File: src/rtl/vga_pkg.sv
// Shared constants, colours, motion FSM encoding and the per-axis bounce rule.
package vga_pkg;

    localparam int H_DISPLAY = 640;
    localparam int V_DISPLAY = 480;

    // RGB332 colours: {R[2:0], G[2:0], B[1:0]}
    localparam logic [7:0] RGB_BLACK = 8'h00;
    localparam logic [7:0] RGB_RED   = 8'hE0;
    localparam logic [7:0] RGB_WHITE = 8'hFF;
    localparam logic [7:0] RGB_BLUE  = 8'h03;

    typedef enum logic [1:0] {
        S_WAIT  = 2'd0,
        S_UPD_X = 2'd1,
        S_UPD_Y = 2'd2,
        S_DONE  = 2'd3
    } motion_state_e;

    // One axis step with bounce. back=0 moves towards the limit, back=1 towards 0.
    // Arithmetic is 11 bits wide so pos+step and pos-step never wrap.
    // Returns {new_back, new_pos}.
    function automatic logic [10:0] axis_next(input logic [9:0]  pos,
                                              input logic        back,
                                              input logic [10:0] step,
                                              input logic [10:0] limit);
        logic [10:0] p;
        logic [10:0] r;
        p = {1'b0, pos};
        r = {back, pos};
        if (!back) begin
            if (p + step >= limit) r = {1'b1, limit[9:0]};
            else                   r = {1'b0, 10'(p + step)};
        end else begin
            if (p < step) r = {1'b0, 10'd0};
            else          r = {1'b1, 10'(p - step)};
        end
        return r;
    endfunction

endpackage

File: src/rtl/vga_sprite_render_if.sv
// Pixel stream into the sprite renderer and the delayed colour/sync stream out.
// The stream has no backpressure: every clock carries one pixel position, and the
// colour/sync for it appear exactly two clocks later; o_frame is a one-clock strobe.
interface vga_sprite_render_if;
    import vga_pkg::*;

    logic          i_hsync;
    logic          i_vsync;
    logic [9:0]    i_h_CNT;
    logic [9:0]    i_v_CNT;
    logic          i_VideoEnable;
    logic          i_pause;

    logic          o_hsync;
    logic          o_vsync;
    logic [7:0]    o_rgb;
    logic          o_frame;

    // Observation of the motion block
    motion_state_e dbg_state;
    logic [9:0]    dbg_x;
    logic [9:0]    dbg_y;
    logic          dbg_dir_x;
    logic          dbg_dir_y;

    modport master (
        output i_hsync, i_vsync, i_h_CNT, i_v_CNT, i_VideoEnable, i_pause,
        input  o_hsync, o_vsync, o_rgb, o_frame,
        input  dbg_state, dbg_x, dbg_y, dbg_dir_x, dbg_dir_y
    );

    modport slave (
        input  i_hsync, i_vsync, i_h_CNT, i_v_CNT, i_VideoEnable, i_pause,
        output o_hsync, o_vsync, o_rgb, o_frame,
        output dbg_state, dbg_x, dbg_y, dbg_dir_x, dbg_dir_y
    );
endinterface

File: src/rtl/sprite_motion.sv
// Sprite position/direction registers, stepped once per frame tick by a small FSM.
module sprite_motion
    import vga_pkg::*;
#(
    parameter int SIZE = 32,
    parameter int STEP = 2,
    parameter int X0   = 100,
    parameter int Y0   = 50
) (
    input  logic          i_clk,
    input  logic          i_rst,
    input  logic          tick,
    input  logic          pause,
    output logic [9:0]    x,
    output logic [9:0]    y,
    output logic          dir_x,   // 0 = right, 1 = left
    output logic          dir_y,   // 0 = down,  1 = up
    output logic          frame,
    output motion_state_e state
);

    localparam int X_LIM = H_DISPLAY - SIZE;
    localparam int Y_LIM = V_DISPLAY - SIZE;

    motion_state_e state_d;
    logic [10:0]   x_next;
    logic [10:0]   y_next;

    assign x_next = axis_next(x, dir_x, 11'(STEP), 11'(X_LIM));
    assign y_next = axis_next(y, dir_y, 11'(STEP), 11'(Y_LIM));

    // State register
    always_ff @(posedge i_clk) begin
        if (i_rst) state <= S_WAIT;
        else       state <= state_d;
    end

    // Next state: ticks outside S_WAIT are dropped, not queued
    always_comb begin
        state_d = state;
        case (state)
            S_WAIT:  if (tick) state_d = S_UPD_X;
            S_UPD_X: state_d = S_UPD_Y;
            S_UPD_Y: state_d = S_DONE;
            S_DONE:  state_d = S_WAIT;
            default: state_d = S_WAIT;
        endcase
    end

    // Position/direction: one axis per update state, frozen while paused
    always_ff @(posedge i_clk) begin
        if (i_rst) begin
            x     <= 10'(X0);
            y     <= 10'(Y0);
            dir_x <= 1'b0;
            dir_y <= 1'b0;
        end else if (!pause) begin
            if (state == S_UPD_X) {dir_x, x} <= x_next;
            if (state == S_UPD_Y) {dir_y, y} <= y_next;
        end
    end

    // Frame strobe: registered, so it is high the clock after S_DONE
    always_ff @(posedge i_clk) begin
        if (i_rst) frame <= 1'b0;
        else       frame <= (state == S_DONE);
    end

endmodule

File: src/rtl/vga_sprite_render.sv
// Two-stage pixel pipeline drawing a bouncing square sprite over a bordered background.
module vga_sprite_render
    import vga_pkg::*;
#(
    parameter int         SIZE   = 32,
    parameter int         STEP   = 2,
    parameter int         X0     = 100,
    parameter int         Y0     = 50,
    parameter logic [7:0] FG     = RGB_RED,
    parameter logic [7:0] BORDER = RGB_WHITE,
    parameter logic [7:0] BG     = RGB_BLUE
) (
    input  logic               i_clk,
    input  logic               i_rst,
    vga_sprite_render_if.slave bus
);

    logic [9:0] s1_col, s1_row;
    logic       s1_en, s1_hs, s1_vs;
    logic       vs_prev, vs_armed;
    logic       tick;

    logic [9:0] pos_x, pos_y;
    logic       dir_x, dir_y;

    logic       sprite_hit, border_hit;
    logic [7:0] rgb_d;
    logic [7:0] rgb_q;
    logic       hs_q, vs_q;

    // Stage 1: register position, enable and syncs; track vsync history
    always_ff @(posedge i_clk) begin
        if (i_rst) begin
            s1_col   <= '0;
            s1_row   <= '0;
            s1_en    <= 1'b0;
            s1_hs    <= 1'b0;
            s1_vs    <= 1'b0;
            vs_prev  <= 1'b0;
            vs_armed <= 1'b0;
        end else begin
            s1_col   <= bus.i_h_CNT;
            s1_row   <= bus.i_v_CNT;
            s1_en    <= bus.i_VideoEnable;
            s1_hs    <= bus.i_hsync;
            s1_vs    <= bus.i_vsync;
            vs_prev  <= s1_vs;
            // Only arm after vsync has been seen low, so a vsync already high
            // when reset drops does not look like a new frame.
            vs_armed <= vs_armed | ~bus.i_vsync;
        end
    end

    assign tick = s1_vs & ~vs_prev & vs_armed;

    sprite_motion #(
        .SIZE (SIZE),
        .STEP (STEP),
        .X0   (X0),
        .Y0   (Y0)
    ) u_motion (
        .i_clk (i_clk),
        .i_rst (i_rst),
        .tick  (tick),
        .pause (bus.i_pause),
        .x     (pos_x),
        .y     (pos_y),
        .dir_x (dir_x),
        .dir_y (dir_y),
        .frame (bus.o_frame),
        .state (bus.dbg_state)
    );

    // Hit tests on the stage-1 position and colour priority mux
    always_comb begin
        sprite_hit = ({1'b0, s1_col} >= {1'b0, pos_x}) &&
                     ({1'b0, s1_col} <  {1'b0, pos_x} + 11'(SIZE)) &&
                     ({1'b0, s1_row} >= {1'b0, pos_y}) &&
                     ({1'b0, s1_row} <  {1'b0, pos_y} + 11'(SIZE));
        border_hit = (s1_col == 10'd0) || (s1_col == 10'(H_DISPLAY - 1)) ||
                     (s1_row == 10'd0) || (s1_row == 10'(V_DISPLAY - 1));
        rgb_d = BG;
        if (!s1_en)          rgb_d = RGB_BLACK;
        else if (sprite_hit) rgb_d = FG;
        else if (border_hit) rgb_d = BORDER;
    end

    // Stage 2: colour and syncs leave together
    always_ff @(posedge i_clk) begin
        if (i_rst) begin
            rgb_q <= RGB_BLACK;
            hs_q  <= 1'b0;
            vs_q  <= 1'b0;
        end else begin
            rgb_q <= rgb_d;
            hs_q  <= s1_hs;
            vs_q  <= s1_vs;
        end
    end

    assign bus.o_rgb     = rgb_q;
    assign bus.o_hsync   = hs_q;
    assign bus.o_vsync   = vs_q;
    assign bus.dbg_x     = pos_x;
    assign bus.dbg_y     = pos_y;
    assign bus.dbg_dir_x = dir_x;
    assign bus.dbg_dir_y = dir_y;

endmodule

File: src/flat_wrapper.sv
// flat-port wrapper written by rule: the top's interface ports become plain ports
module vga_sprite_render_flat import vga_pkg::*;
#(
    parameter int         SIZE   = 32,
    parameter int         STEP   = 2,
    parameter int         X0     = 100,
    parameter int         Y0     = 50,
    parameter logic [7:0] FG     = RGB_RED,
    parameter logic [7:0] BORDER = RGB_WHITE,
    parameter logic [7:0] BG     = RGB_BLUE
)
  (i_clk, i_rst, bus_i_hsync, bus_i_vsync, bus_i_h_CNT, bus_i_v_CNT, bus_i_VideoEnable, bus_i_pause, bus_o_hsync, bus_o_vsync, bus_o_rgb, bus_o_frame, bus_dbg_state, bus_dbg_x, bus_dbg_y, bus_dbg_dir_x, bus_dbg_dir_y);
  vga_sprite_render_if bus_i ();
  input  logic i_clk;
  input  logic i_rst;
  input wire logic [$bits(bus_i.i_hsync)-1:0] bus_i_hsync;
  input wire logic [$bits(bus_i.i_vsync)-1:0] bus_i_vsync;
  input wire logic [$bits(bus_i.i_h_CNT)-1:0] bus_i_h_CNT;
  input wire logic [$bits(bus_i.i_v_CNT)-1:0] bus_i_v_CNT;
  input wire logic [$bits(bus_i.i_VideoEnable)-1:0] bus_i_VideoEnable;
  input wire logic [$bits(bus_i.i_pause)-1:0] bus_i_pause;
  output wire logic [$bits(bus_i.o_hsync)-1:0] bus_o_hsync;
  output wire logic [$bits(bus_i.o_vsync)-1:0] bus_o_vsync;
  output wire logic [$bits(bus_i.o_rgb)-1:0] bus_o_rgb;
  output wire logic [$bits(bus_i.o_frame)-1:0] bus_o_frame;
  output wire logic [$bits(bus_i.dbg_state)-1:0] bus_dbg_state;
  output wire logic [$bits(bus_i.dbg_x)-1:0] bus_dbg_x;
  output wire logic [$bits(bus_i.dbg_y)-1:0] bus_dbg_y;
  output wire logic [$bits(bus_i.dbg_dir_x)-1:0] bus_dbg_dir_x;
  output wire logic [$bits(bus_i.dbg_dir_y)-1:0] bus_dbg_dir_y;
  assign bus_i.i_hsync = bus_i_hsync;
  assign bus_i.i_vsync = bus_i_vsync;
  assign bus_i.i_h_CNT = bus_i_h_CNT;
  assign bus_i.i_v_CNT = bus_i_v_CNT;
  assign bus_i.i_VideoEnable = bus_i_VideoEnable;
  assign bus_i.i_pause = bus_i_pause;
  assign bus_o_hsync = bus_i.o_hsync;
  assign bus_o_vsync = bus_i.o_vsync;
  assign bus_o_rgb = bus_i.o_rgb;
  assign bus_o_frame = bus_i.o_frame;
  assign bus_dbg_state = bus_i.dbg_state;
  assign bus_dbg_x = bus_i.dbg_x;
  assign bus_dbg_y = bus_i.dbg_y;
  assign bus_dbg_dir_x = bus_i.dbg_dir_x;
  assign bus_dbg_dir_y = bus_i.dbg_dir_y;
  vga_sprite_render #(.SIZE(SIZE), .STEP(STEP), .X0(X0), .Y0(Y0), .FG(FG), .BORDER(BORDER), .BG(BG)) u_core (.i_clk(i_clk), .i_rst(i_rst), .bus(bus_i));
endmodule
File: config.mk
export PLATFORM = sky130hd
export DESIGN_NAME = vga_sprite_render_flat
export DESIGN_NICKNAME = d
export VERILOG_FILES = /design/src/rtl/vga_pkg.sv /design/src/rtl/vga_sprite_render_if.sv /design/src/rtl/sprite_motion.sv /design/src/rtl/vga_sprite_render.sv /design/src/flat_wrapper.sv
export SDC_FILE = /design/constraint.sdc
export NUM_CORES = 1
export LEC_CHECK = 0
export CAP_MARGIN = 15
export CORE_MARGIN = 8
export CORE_UTILIZATION = 35
export DETAILED_ROUTE_END_ITERATION = 7
export SLEW_MARGIN = 20
export SYNTH_ARGS = -nofsm -noshare
export SYNTH_HDL_FRONTEND = slang
export SYNTH_SLANG_ARGS = --single-unit
File: constraint.sdc
create_clock -name i_clk -period 2.2 [get_ports i_clk]
set_clock_uncertainty 0.15 [all_clocks]
set_input_delay 0.66 -clock i_clk [delete_from_list [all_inputs] [get_ports i_clk]]
set_output_delay 0.66 -clock i_clk [all_outputs]
set_load 0.05 [all_outputs]
==> impl_metrics.toml, run 1 <==
[grt]
use_met2_pct = 26.5
busiest_layer = "met2"
antenna_found_initial = 0
grt_pass1_wl_um = 16100
use_met3_pct = 2.64
grt-ovfl-total = 0
grt_usage_pct = 14.7
grt_pass1_vias = 3438
grt_max_degree = 18
met1_usage_pct = 17.1

[power]
ir_drop_uv = 266
pwr_density_cell_nw_per_um2 = 574
leakage_nw = 2.01

[outcome]
failed_checks = "setup timing"
status = "finished, violations left"

[worst_setup_path]
rr_startpoint = "u_core.u_motion.y[1]$_SDFFE_PP1P_"
cp-end-kind = "flop"
slowest_delay_ps = 480
path_class = "flop to flop"
start_kind = "flop"
rr_endpoint = "u_core.u_motion.y[3]$_SDFFE_PP0P_"
worstSetupEndpoint = "u_core.u_motion.y[3]$_SDFFE_PP0P_"
r2r_slack_ps = -40
crit_chain = "or3_4 > or4_4 > o41a_4 > a221oi_2 > a2111oi_1"
critPathSlowestCell = "or4_4"
ff2ff_path_depth = 5
arrival_ps = 2260
cp-startpoint = "u_core.u_motion.y[1]$_SDFFE_PP1P_"
cp_max_fo = 5
crit_required_ps = 2230

[placed_design]
place_congestion = 0.883
dp.final_hpwl_um = 7910
dp.cells = 641
port_buffers = 58
place_area_um2 = 4550

[sta]
slew_viol_final = 0
hold_violations = 0
finalCriticalPeriod_ps = 2240
relSlewSlack_pct = 63.6
max_freq_mhz = 447
timing.final.crit_share_pct = 102
setup_tns_ps = -69.1
setup_viol = 4
setup_ws_ps = -37.3
worst_pin_slew_ps = 545
rsz0062_at_grt = "true"

[yosys]
synth-seq-cells = 52
ys_types = 65
synth_top_family_by_area = "simple AND/OR/NAND/NOR gates"
ys_warn_count = 0
ys_seq_area_share_pct = 29.6
ys_async_sr_fraction_pct = 0
synth.mux.area_fraction_pct = 1.17
synth_compound_area_share_pct = 22.3
ys.flop_type = "dfxtp_1"
synthAdderAreaFrac_pct = 14.6
synth-xor-area-share_pct = 1.99
netlist_area_um2 = 3520
synth-edff-count = 0
synth-simple-area-share_pct = 23.4
synth_cells = 422
synth_area_per_cell_um2 = 8.33

[clock_tree]
cts_htree_levels = 2
clockBufferDepth = 2
clock-sinks = 52
clkTransAtPathRegs_ps = 100
cts_buffers = 5
cts_tree = "done"
clock-root-buffer = "clkbuf_8"
insertion_delay_ps = 310

[route]
wire_per_inst_um = 15.7
wirelength_um = 10300
ant_nets = 0
via_per_inst = 5.26
firstDrtPassIters = 5
vias = 3471
drtIter0Drc = 275
drc = 0

[flow_run]
drv_cap = 0

[final_layout]
diodes = 0
final_cells = 660
layout-drive-gt1-share_pct = 32.3
nFillCells = 942
design_area_um2 = 4990
final_nets = 593
area_delta_synth_final_pct = 41.9

[hold_path]
hp-class = "flop to flop"

[die]
die_area_um2 = 13500
core_um2 = 9770
io_pins = 61
die_y_um = 116
rows = 36
die_x_um = 116
initial_core_util_pct = 36.0
-- critical path, delay by kind of cell (launching register included) --
| family | cells | cell delay [ps] |
|---|---|---|
| flops | 1 | 350 |
| simple gates | 2 | 860 |
| compound gates | 3 | 750 |
-- flip-flops by register name (all words and copies together), names as in the netlist --
signal                 cells
u_core.bus.o_hsync         1
u_core.bus.o_rgb           3
u_core.bus.o_vsync         1
u_core.s1_col             10
u_core.s1_en               1
u_core.s1_hs               1
u_core.s1_row             10
u_core.s1_vs               1
u_core.u_motion.dir_x      1
u_core.u_motion.dir_y      1
u_core.u_motion.frame      1
u_core.u_motion.state      2
u_core.u_motion.x          9
u_core.u_motion.y          9
u_core.vs_armed            1
-- timing repair --
action	in CTS	in global routing
resized for setup	6	44
setup buffers	2	9
setup endpoints to repair	8	18
hold buffers	0	0
pin swaps	1	25
-- cell families after synthesis --
kind of cell,Yosys count
AND/OR/NAND/NOR,149
adder cells (fa/ha/maj),41
XOR/XNOR,8
multiplexers,4
other,1
buffers and inverters,53
flip-flops,52
AO/OA/AOI/OAI,114
-- cells in the final DEF (no fill, tap or decap), types with 13 or more instances in the layout --
cell type,instances
buf_4,87
ha_1,35
dfxtp_1,34
a21oi_1,30
nor2b_1,29
clkdlybuf4s50_1,24
inv_1,22
nand2_1,20
nor2_1,20
nand3_1,14
nor3_1,13
-- per-stage QoR --
step	hold WS (ps)	worst slack (ps)	utilization, %	power (mW)
detailed placement	284	-65.6	46.5	2.22
CTS	306	-45.9	48.0	2.83
global route	316	-111	51.0	3.04
global placement	269	-10.9	46.5	2.20
floorplan	264	-111	-	1.84
finish	302	-37.3	51.0	2.86
-- cell usage after synthesis (2+ instances only) --
library cell / instances / area, um2
a211oi_1: 7 / 52.6
o221ai_1: 2 / 17.5
buf_4: 7 / 52.6
nor2b_1: 29 / 181
nand3_1: 16 / 80.1
o211ai_1: 6 / 45.0
or3_1: 3 / 18.8
o21bai_1: 2 / 15.0
and2_1: 2 / 12.5
ha_1: 41 / 513
o22ai_1: 3 / 18.8
nand4_1: 8 / 50.1
o21ai_0: 14 / 70.1
o41ai_1: 2 / 17.5
nand2b_1: 7 / 43.8
a21oi_1: 32 / 160
nand3b_1: 3 / 22.5
o31a_1: 3 / 26.3
a21o_1: 5 / 37.5
nor2_1: 20 / 75.1
o32ai_1: 2 / 17.5
o21ai_1: 9 / 45.0
nand4b_1: 2 / 17.5
a2111oi_1: 2 / 20.0
a31oi_1: 6 / 37.5
mux2i_1: 3 / 30.0
and3_1: 3 / 18.8
inv_1: 25 / 93.8
nor3_1: 16 / 80.1
xnor2_1: 7 / 61.3
clkbuf_1: 15 / 56.3
dfxtp_1: 52 / 1040
nor4_1: 9 / 56.3
buf_2: 4 / 20.0
and4_1: 4 / 35.0
a221oi_1: 2 / 17.5
nand2_1: 20 / 75.1
o21a_1: 2 / 15.0
-- power breakdown --
part	total [mW]	switching, mW	internal (mW)
logic	1.18	0.674	0.504
clock network	0.579	0.349	0.229
registers	1.11	0.0891	1.02
total	2.86	1.11	1.75
-- metal layers --
metal / part of all wire (%) / vias up
li1: - / 1738
met1: 44 / 1631
met2: 51 / 86
met3: 3.9 / 16
met4: 1.5 / 0
met5: 0 / -
-- how the worst min path moves through the flow --
stage	startpoint	endpoint	slack [ps]	cells past startpoint
6_report	u_core.s1_hs$_SDFF_PP0_	u_core.bus.o_hsync$_SDFF_PP0_	300	1
5_1_grt	u_core.s1_hs$_SDFF_PP0_	u_core.bus.o_hsync$_SDFF_PP0_	320	1
4_1_cts	u_core.s1_hs$_SDFF_PP0_	u_core.bus.o_hsync$_SDFF_PP0_	310	1
3_5_place_dp	u_core.s1_hs$_SDFF_PP0_	u_core.bus.o_hsync$_SDFF_PP0_	280	1
3_3_place_gp	u_core.s1_hs$_SDFF_PP0_	u_core.bus.o_hsync$_SDFF_PP0_	270	1
2_1_floorplan	u_core.s1_hs$_SDFF_PP0_	u_core.bus.o_hsync$_SDFF_PP0_	260	1
-- area by class of cell --
class                           count  area, um2  share of cell area [%]
Sequential cell                    52       1080                    21.6
Tap cell                          133        166                    3.34
Clock inverter                      3       22.5                   0.451
Multi-Input combinational cell    318       2480                    49.7
Clock buffer                        5       68.8                    1.38
Inverter                           26       97.6                    1.96
Timing Repair Buffer              123       1070                    21.5
No activity file was read; power rests on OpenSTA's default activity.
==> run 2, diff against run 1 <==
--- a/config.mk
+++ b/config.mk
@@ -8,6 +8,7 @@
 export CAP_MARGIN = 15
 export CORE_MARGIN = 8
 export CORE_UTILIZATION = 35
+export CTS_CLUSTER_SIZE = 20
 export DETAILED_ROUTE_END_ITERATION = 7
 export SLEW_MARGIN = 20
 export SYNTH_ARGS = -nofsm -noshare
==> results of run 2 <==
No change in the layout: final DEF, timing and power equal those of run 1.
==> run 3, diff against run 2 <==
--- a/config.mk
+++ b/config.mk
@@ -10,6 +10,7 @@
 export CORE_UTILIZATION = 35
 export CTS_CLUSTER_SIZE = 20
 export DETAILED_ROUTE_END_ITERATION = 7
+export GPL_TIMING_DRIVEN = 0
 export SLEW_MARGIN = 20
 export SYNTH_ARGS = -nofsm -noshare
 export SYNTH_HDL_FRONTEND = slang
==> constraint.sdc (replaced) <==
create_clock -name i_clk -period 2.3 [get_ports i_clk]
set_clock_uncertainty 0.15 [all_clocks]
set_input_delay 0.69 -clock i_clk [delete_from_list [all_inputs] [get_ports i_clk]]
set_output_delay 0.69 -clock i_clk [all_outputs]
set_load 0.05 [all_outputs]
==> impl_metrics.toml, run 3 (synthesized netlist as in run 1, its figures left out) <==
[final_layout]
diodes = 0
design_area_um2 = 4680
reg_top3 = "u_core.s1_col (10), u_core.s1_row (10)"
final_nets = 568
layout-drive-gt1-share_pct = 19.5
nFillCells = 984
final_core_util_pct = 47.9
layout_common_cells = "37 x ha_1, 37 x dfxtp_1, 30 x dlygate4sd2_1"
area_delta_synth_final_pct = 33.1

[worst_setup_path]
crit_chain = "clkdlybuf4s50_1"
arrival_ps = 1430
crit_required_ps = 1460
critPathTopFamily = "buffers and inverters"
cp_max_fo = 1
critPathSlowestCell = "clkdlybuf4s50_1"
start_kind = "flop"
path_class = "flop to primary output"
cp-end-kind = "primary output"
critPathBufInv = 1
slowest_delay_ps = 800

[die]
die_area_um2 = 13500
die_x_um = 116
rows = 36
die_y_um = 116
initial_core_util_pct = 36.0
core_um2 = 9770
io_pins = 61

[sta]
timing.final.crit_share_pct = 98.8
max_freq_mhz = 440
relSlewSlack_pct = 50.1
hold_violations = 0
finalCriticalPeriod_ps = 2270
rsz0062_at_grt = "true"
setup_viol = 0
worst_pin_slew_ps = 749
slew_viol_final = 0

[route]
drtIter0Drc = 147
wire_per_inst_um = 16.1
ant_nets = 0
drc = 0
vias = 3422
firstDrtPassIters = 5
via_per_inst = 5.39
wirelength_um = 10200

[power]
leakage_nw = 1.89
ir_drop_uv = 281
pwr_density_cell_nw_per_um2 = 570

[clock_tree]
cts_htree_levels = 2
insertion_delay_ps = 310
clkTransAtPathRegs_ps = 100
hold_buffers = 0
cts_tree = "done"
clock-root-buffer = "clkbuf_8"
clockBufferDepth = 2
clock-sinks = 52
cts_buffers = 5

[placed_design]
place_area_um2 = 4280
place_congestion = 0.879
dp.final_hpwl_um = 7640
port_buffers = 57

[grt]
grt-ovfl-total = 0
grt_max_degree = 16
grt_usage_pct = 14.7
grt_pass1_wl_um = 16000
grt_pass1_vias = 3294
antenna_found_initial = 0

[outcome]
status = "finished clean"

[hold_path]
hp-class = "flop to flop"

[flow_run]
drv_cap = 0
-- run 3: cell count changes in the layout (fill, tap and decap cells not counted), sizes merged, moves of 2 or more --
cell / delta
buf: -72
clkbuf: +16
clkdlybuf4s50: +2
dlygate4sd2: +30
inv: -2
-- run 3: tightest hold or removal path: cells and delay by family, from the launching register on --
family | cells | cell delay, ps
AO/OA/AOI/OAI | 1 | 50
buffers and inverters | 1 | 50
flip-flops | 1 | 320
-- run 3: power breakdown --
group          total [mW]  internal, mW  switching (mW)
registers            1.07         0.973           0.102
clock network       0.588         0.280           0.308
logic                1.01         0.393           0.612
-- run 3: layout make-up --
type                    instances  area (um2)  area share [%]
flip-flops and latches         52        1080            23.1
clock buffers                   7        97.6            2.09
multi-input cells             318        2430            51.8
inverters                      26         106            2.27
repair buffers                 74         664            14.2
plain buffers                  24         135            2.89
well taps                     133         166            3.56
clock inverters                 1        5.00           0.107
-- run 3: what timing repair did --
action | in CTS | in global routing
pin swaps | 14 | 14
endpoints found under the setup margin | 46 | 19
buffers inserted | 9 | 8
gates resized for setup | 50 | 44
-- run 3: path summary, 6_finish.rpt --
| check | from | endpoint | slack [ps] | cells past startpoint |
|---|---|---|---|---|
| max | u_core.bus.o_hsync$_SDFF_PP0_ | bus_o_hsync | 30 | 1 |
| min | u_core.vs_armed$_SDFF_PP0_ | u_core.vs_armed$_SDFF_PP0_ | 300 | 2 |
| max reg2reg | u_core.u_motion.y[1]$_SDFFE_PP1P_ | u_core.u_motion.y[3]$_SDFFE_PP0P_ | 40 | 5 |
| min reg2reg | u_core.vs_armed$_SDFF_PP0_ | u_core.vs_armed$_SDFF_PP0_ | 300 | 2 |
-- run 3: layer usage --
layer	track usage, %	wire (um)
met5	0	0
met1	17.8	4370
met4	3.80	116
met2	26.4	5280
met3	2.07	454
-- run 3: per-stage QoR --
step	cells	power (mW)	hold WS, ps	setup TNS, ps	setup slack, ps
4_1_cts	630	2.65	306	-213	-73.5
6_report	635	2.67	304	0	26.6
5_1_grt	635	2.85	325	-250	-111
3_5_place_dp	613	2.05	291	-2940	-263
2_1_floorplan	423	1.76	264	-75.1	-63.6
3_3_place_gp	613	2.03	267	-2870	-245
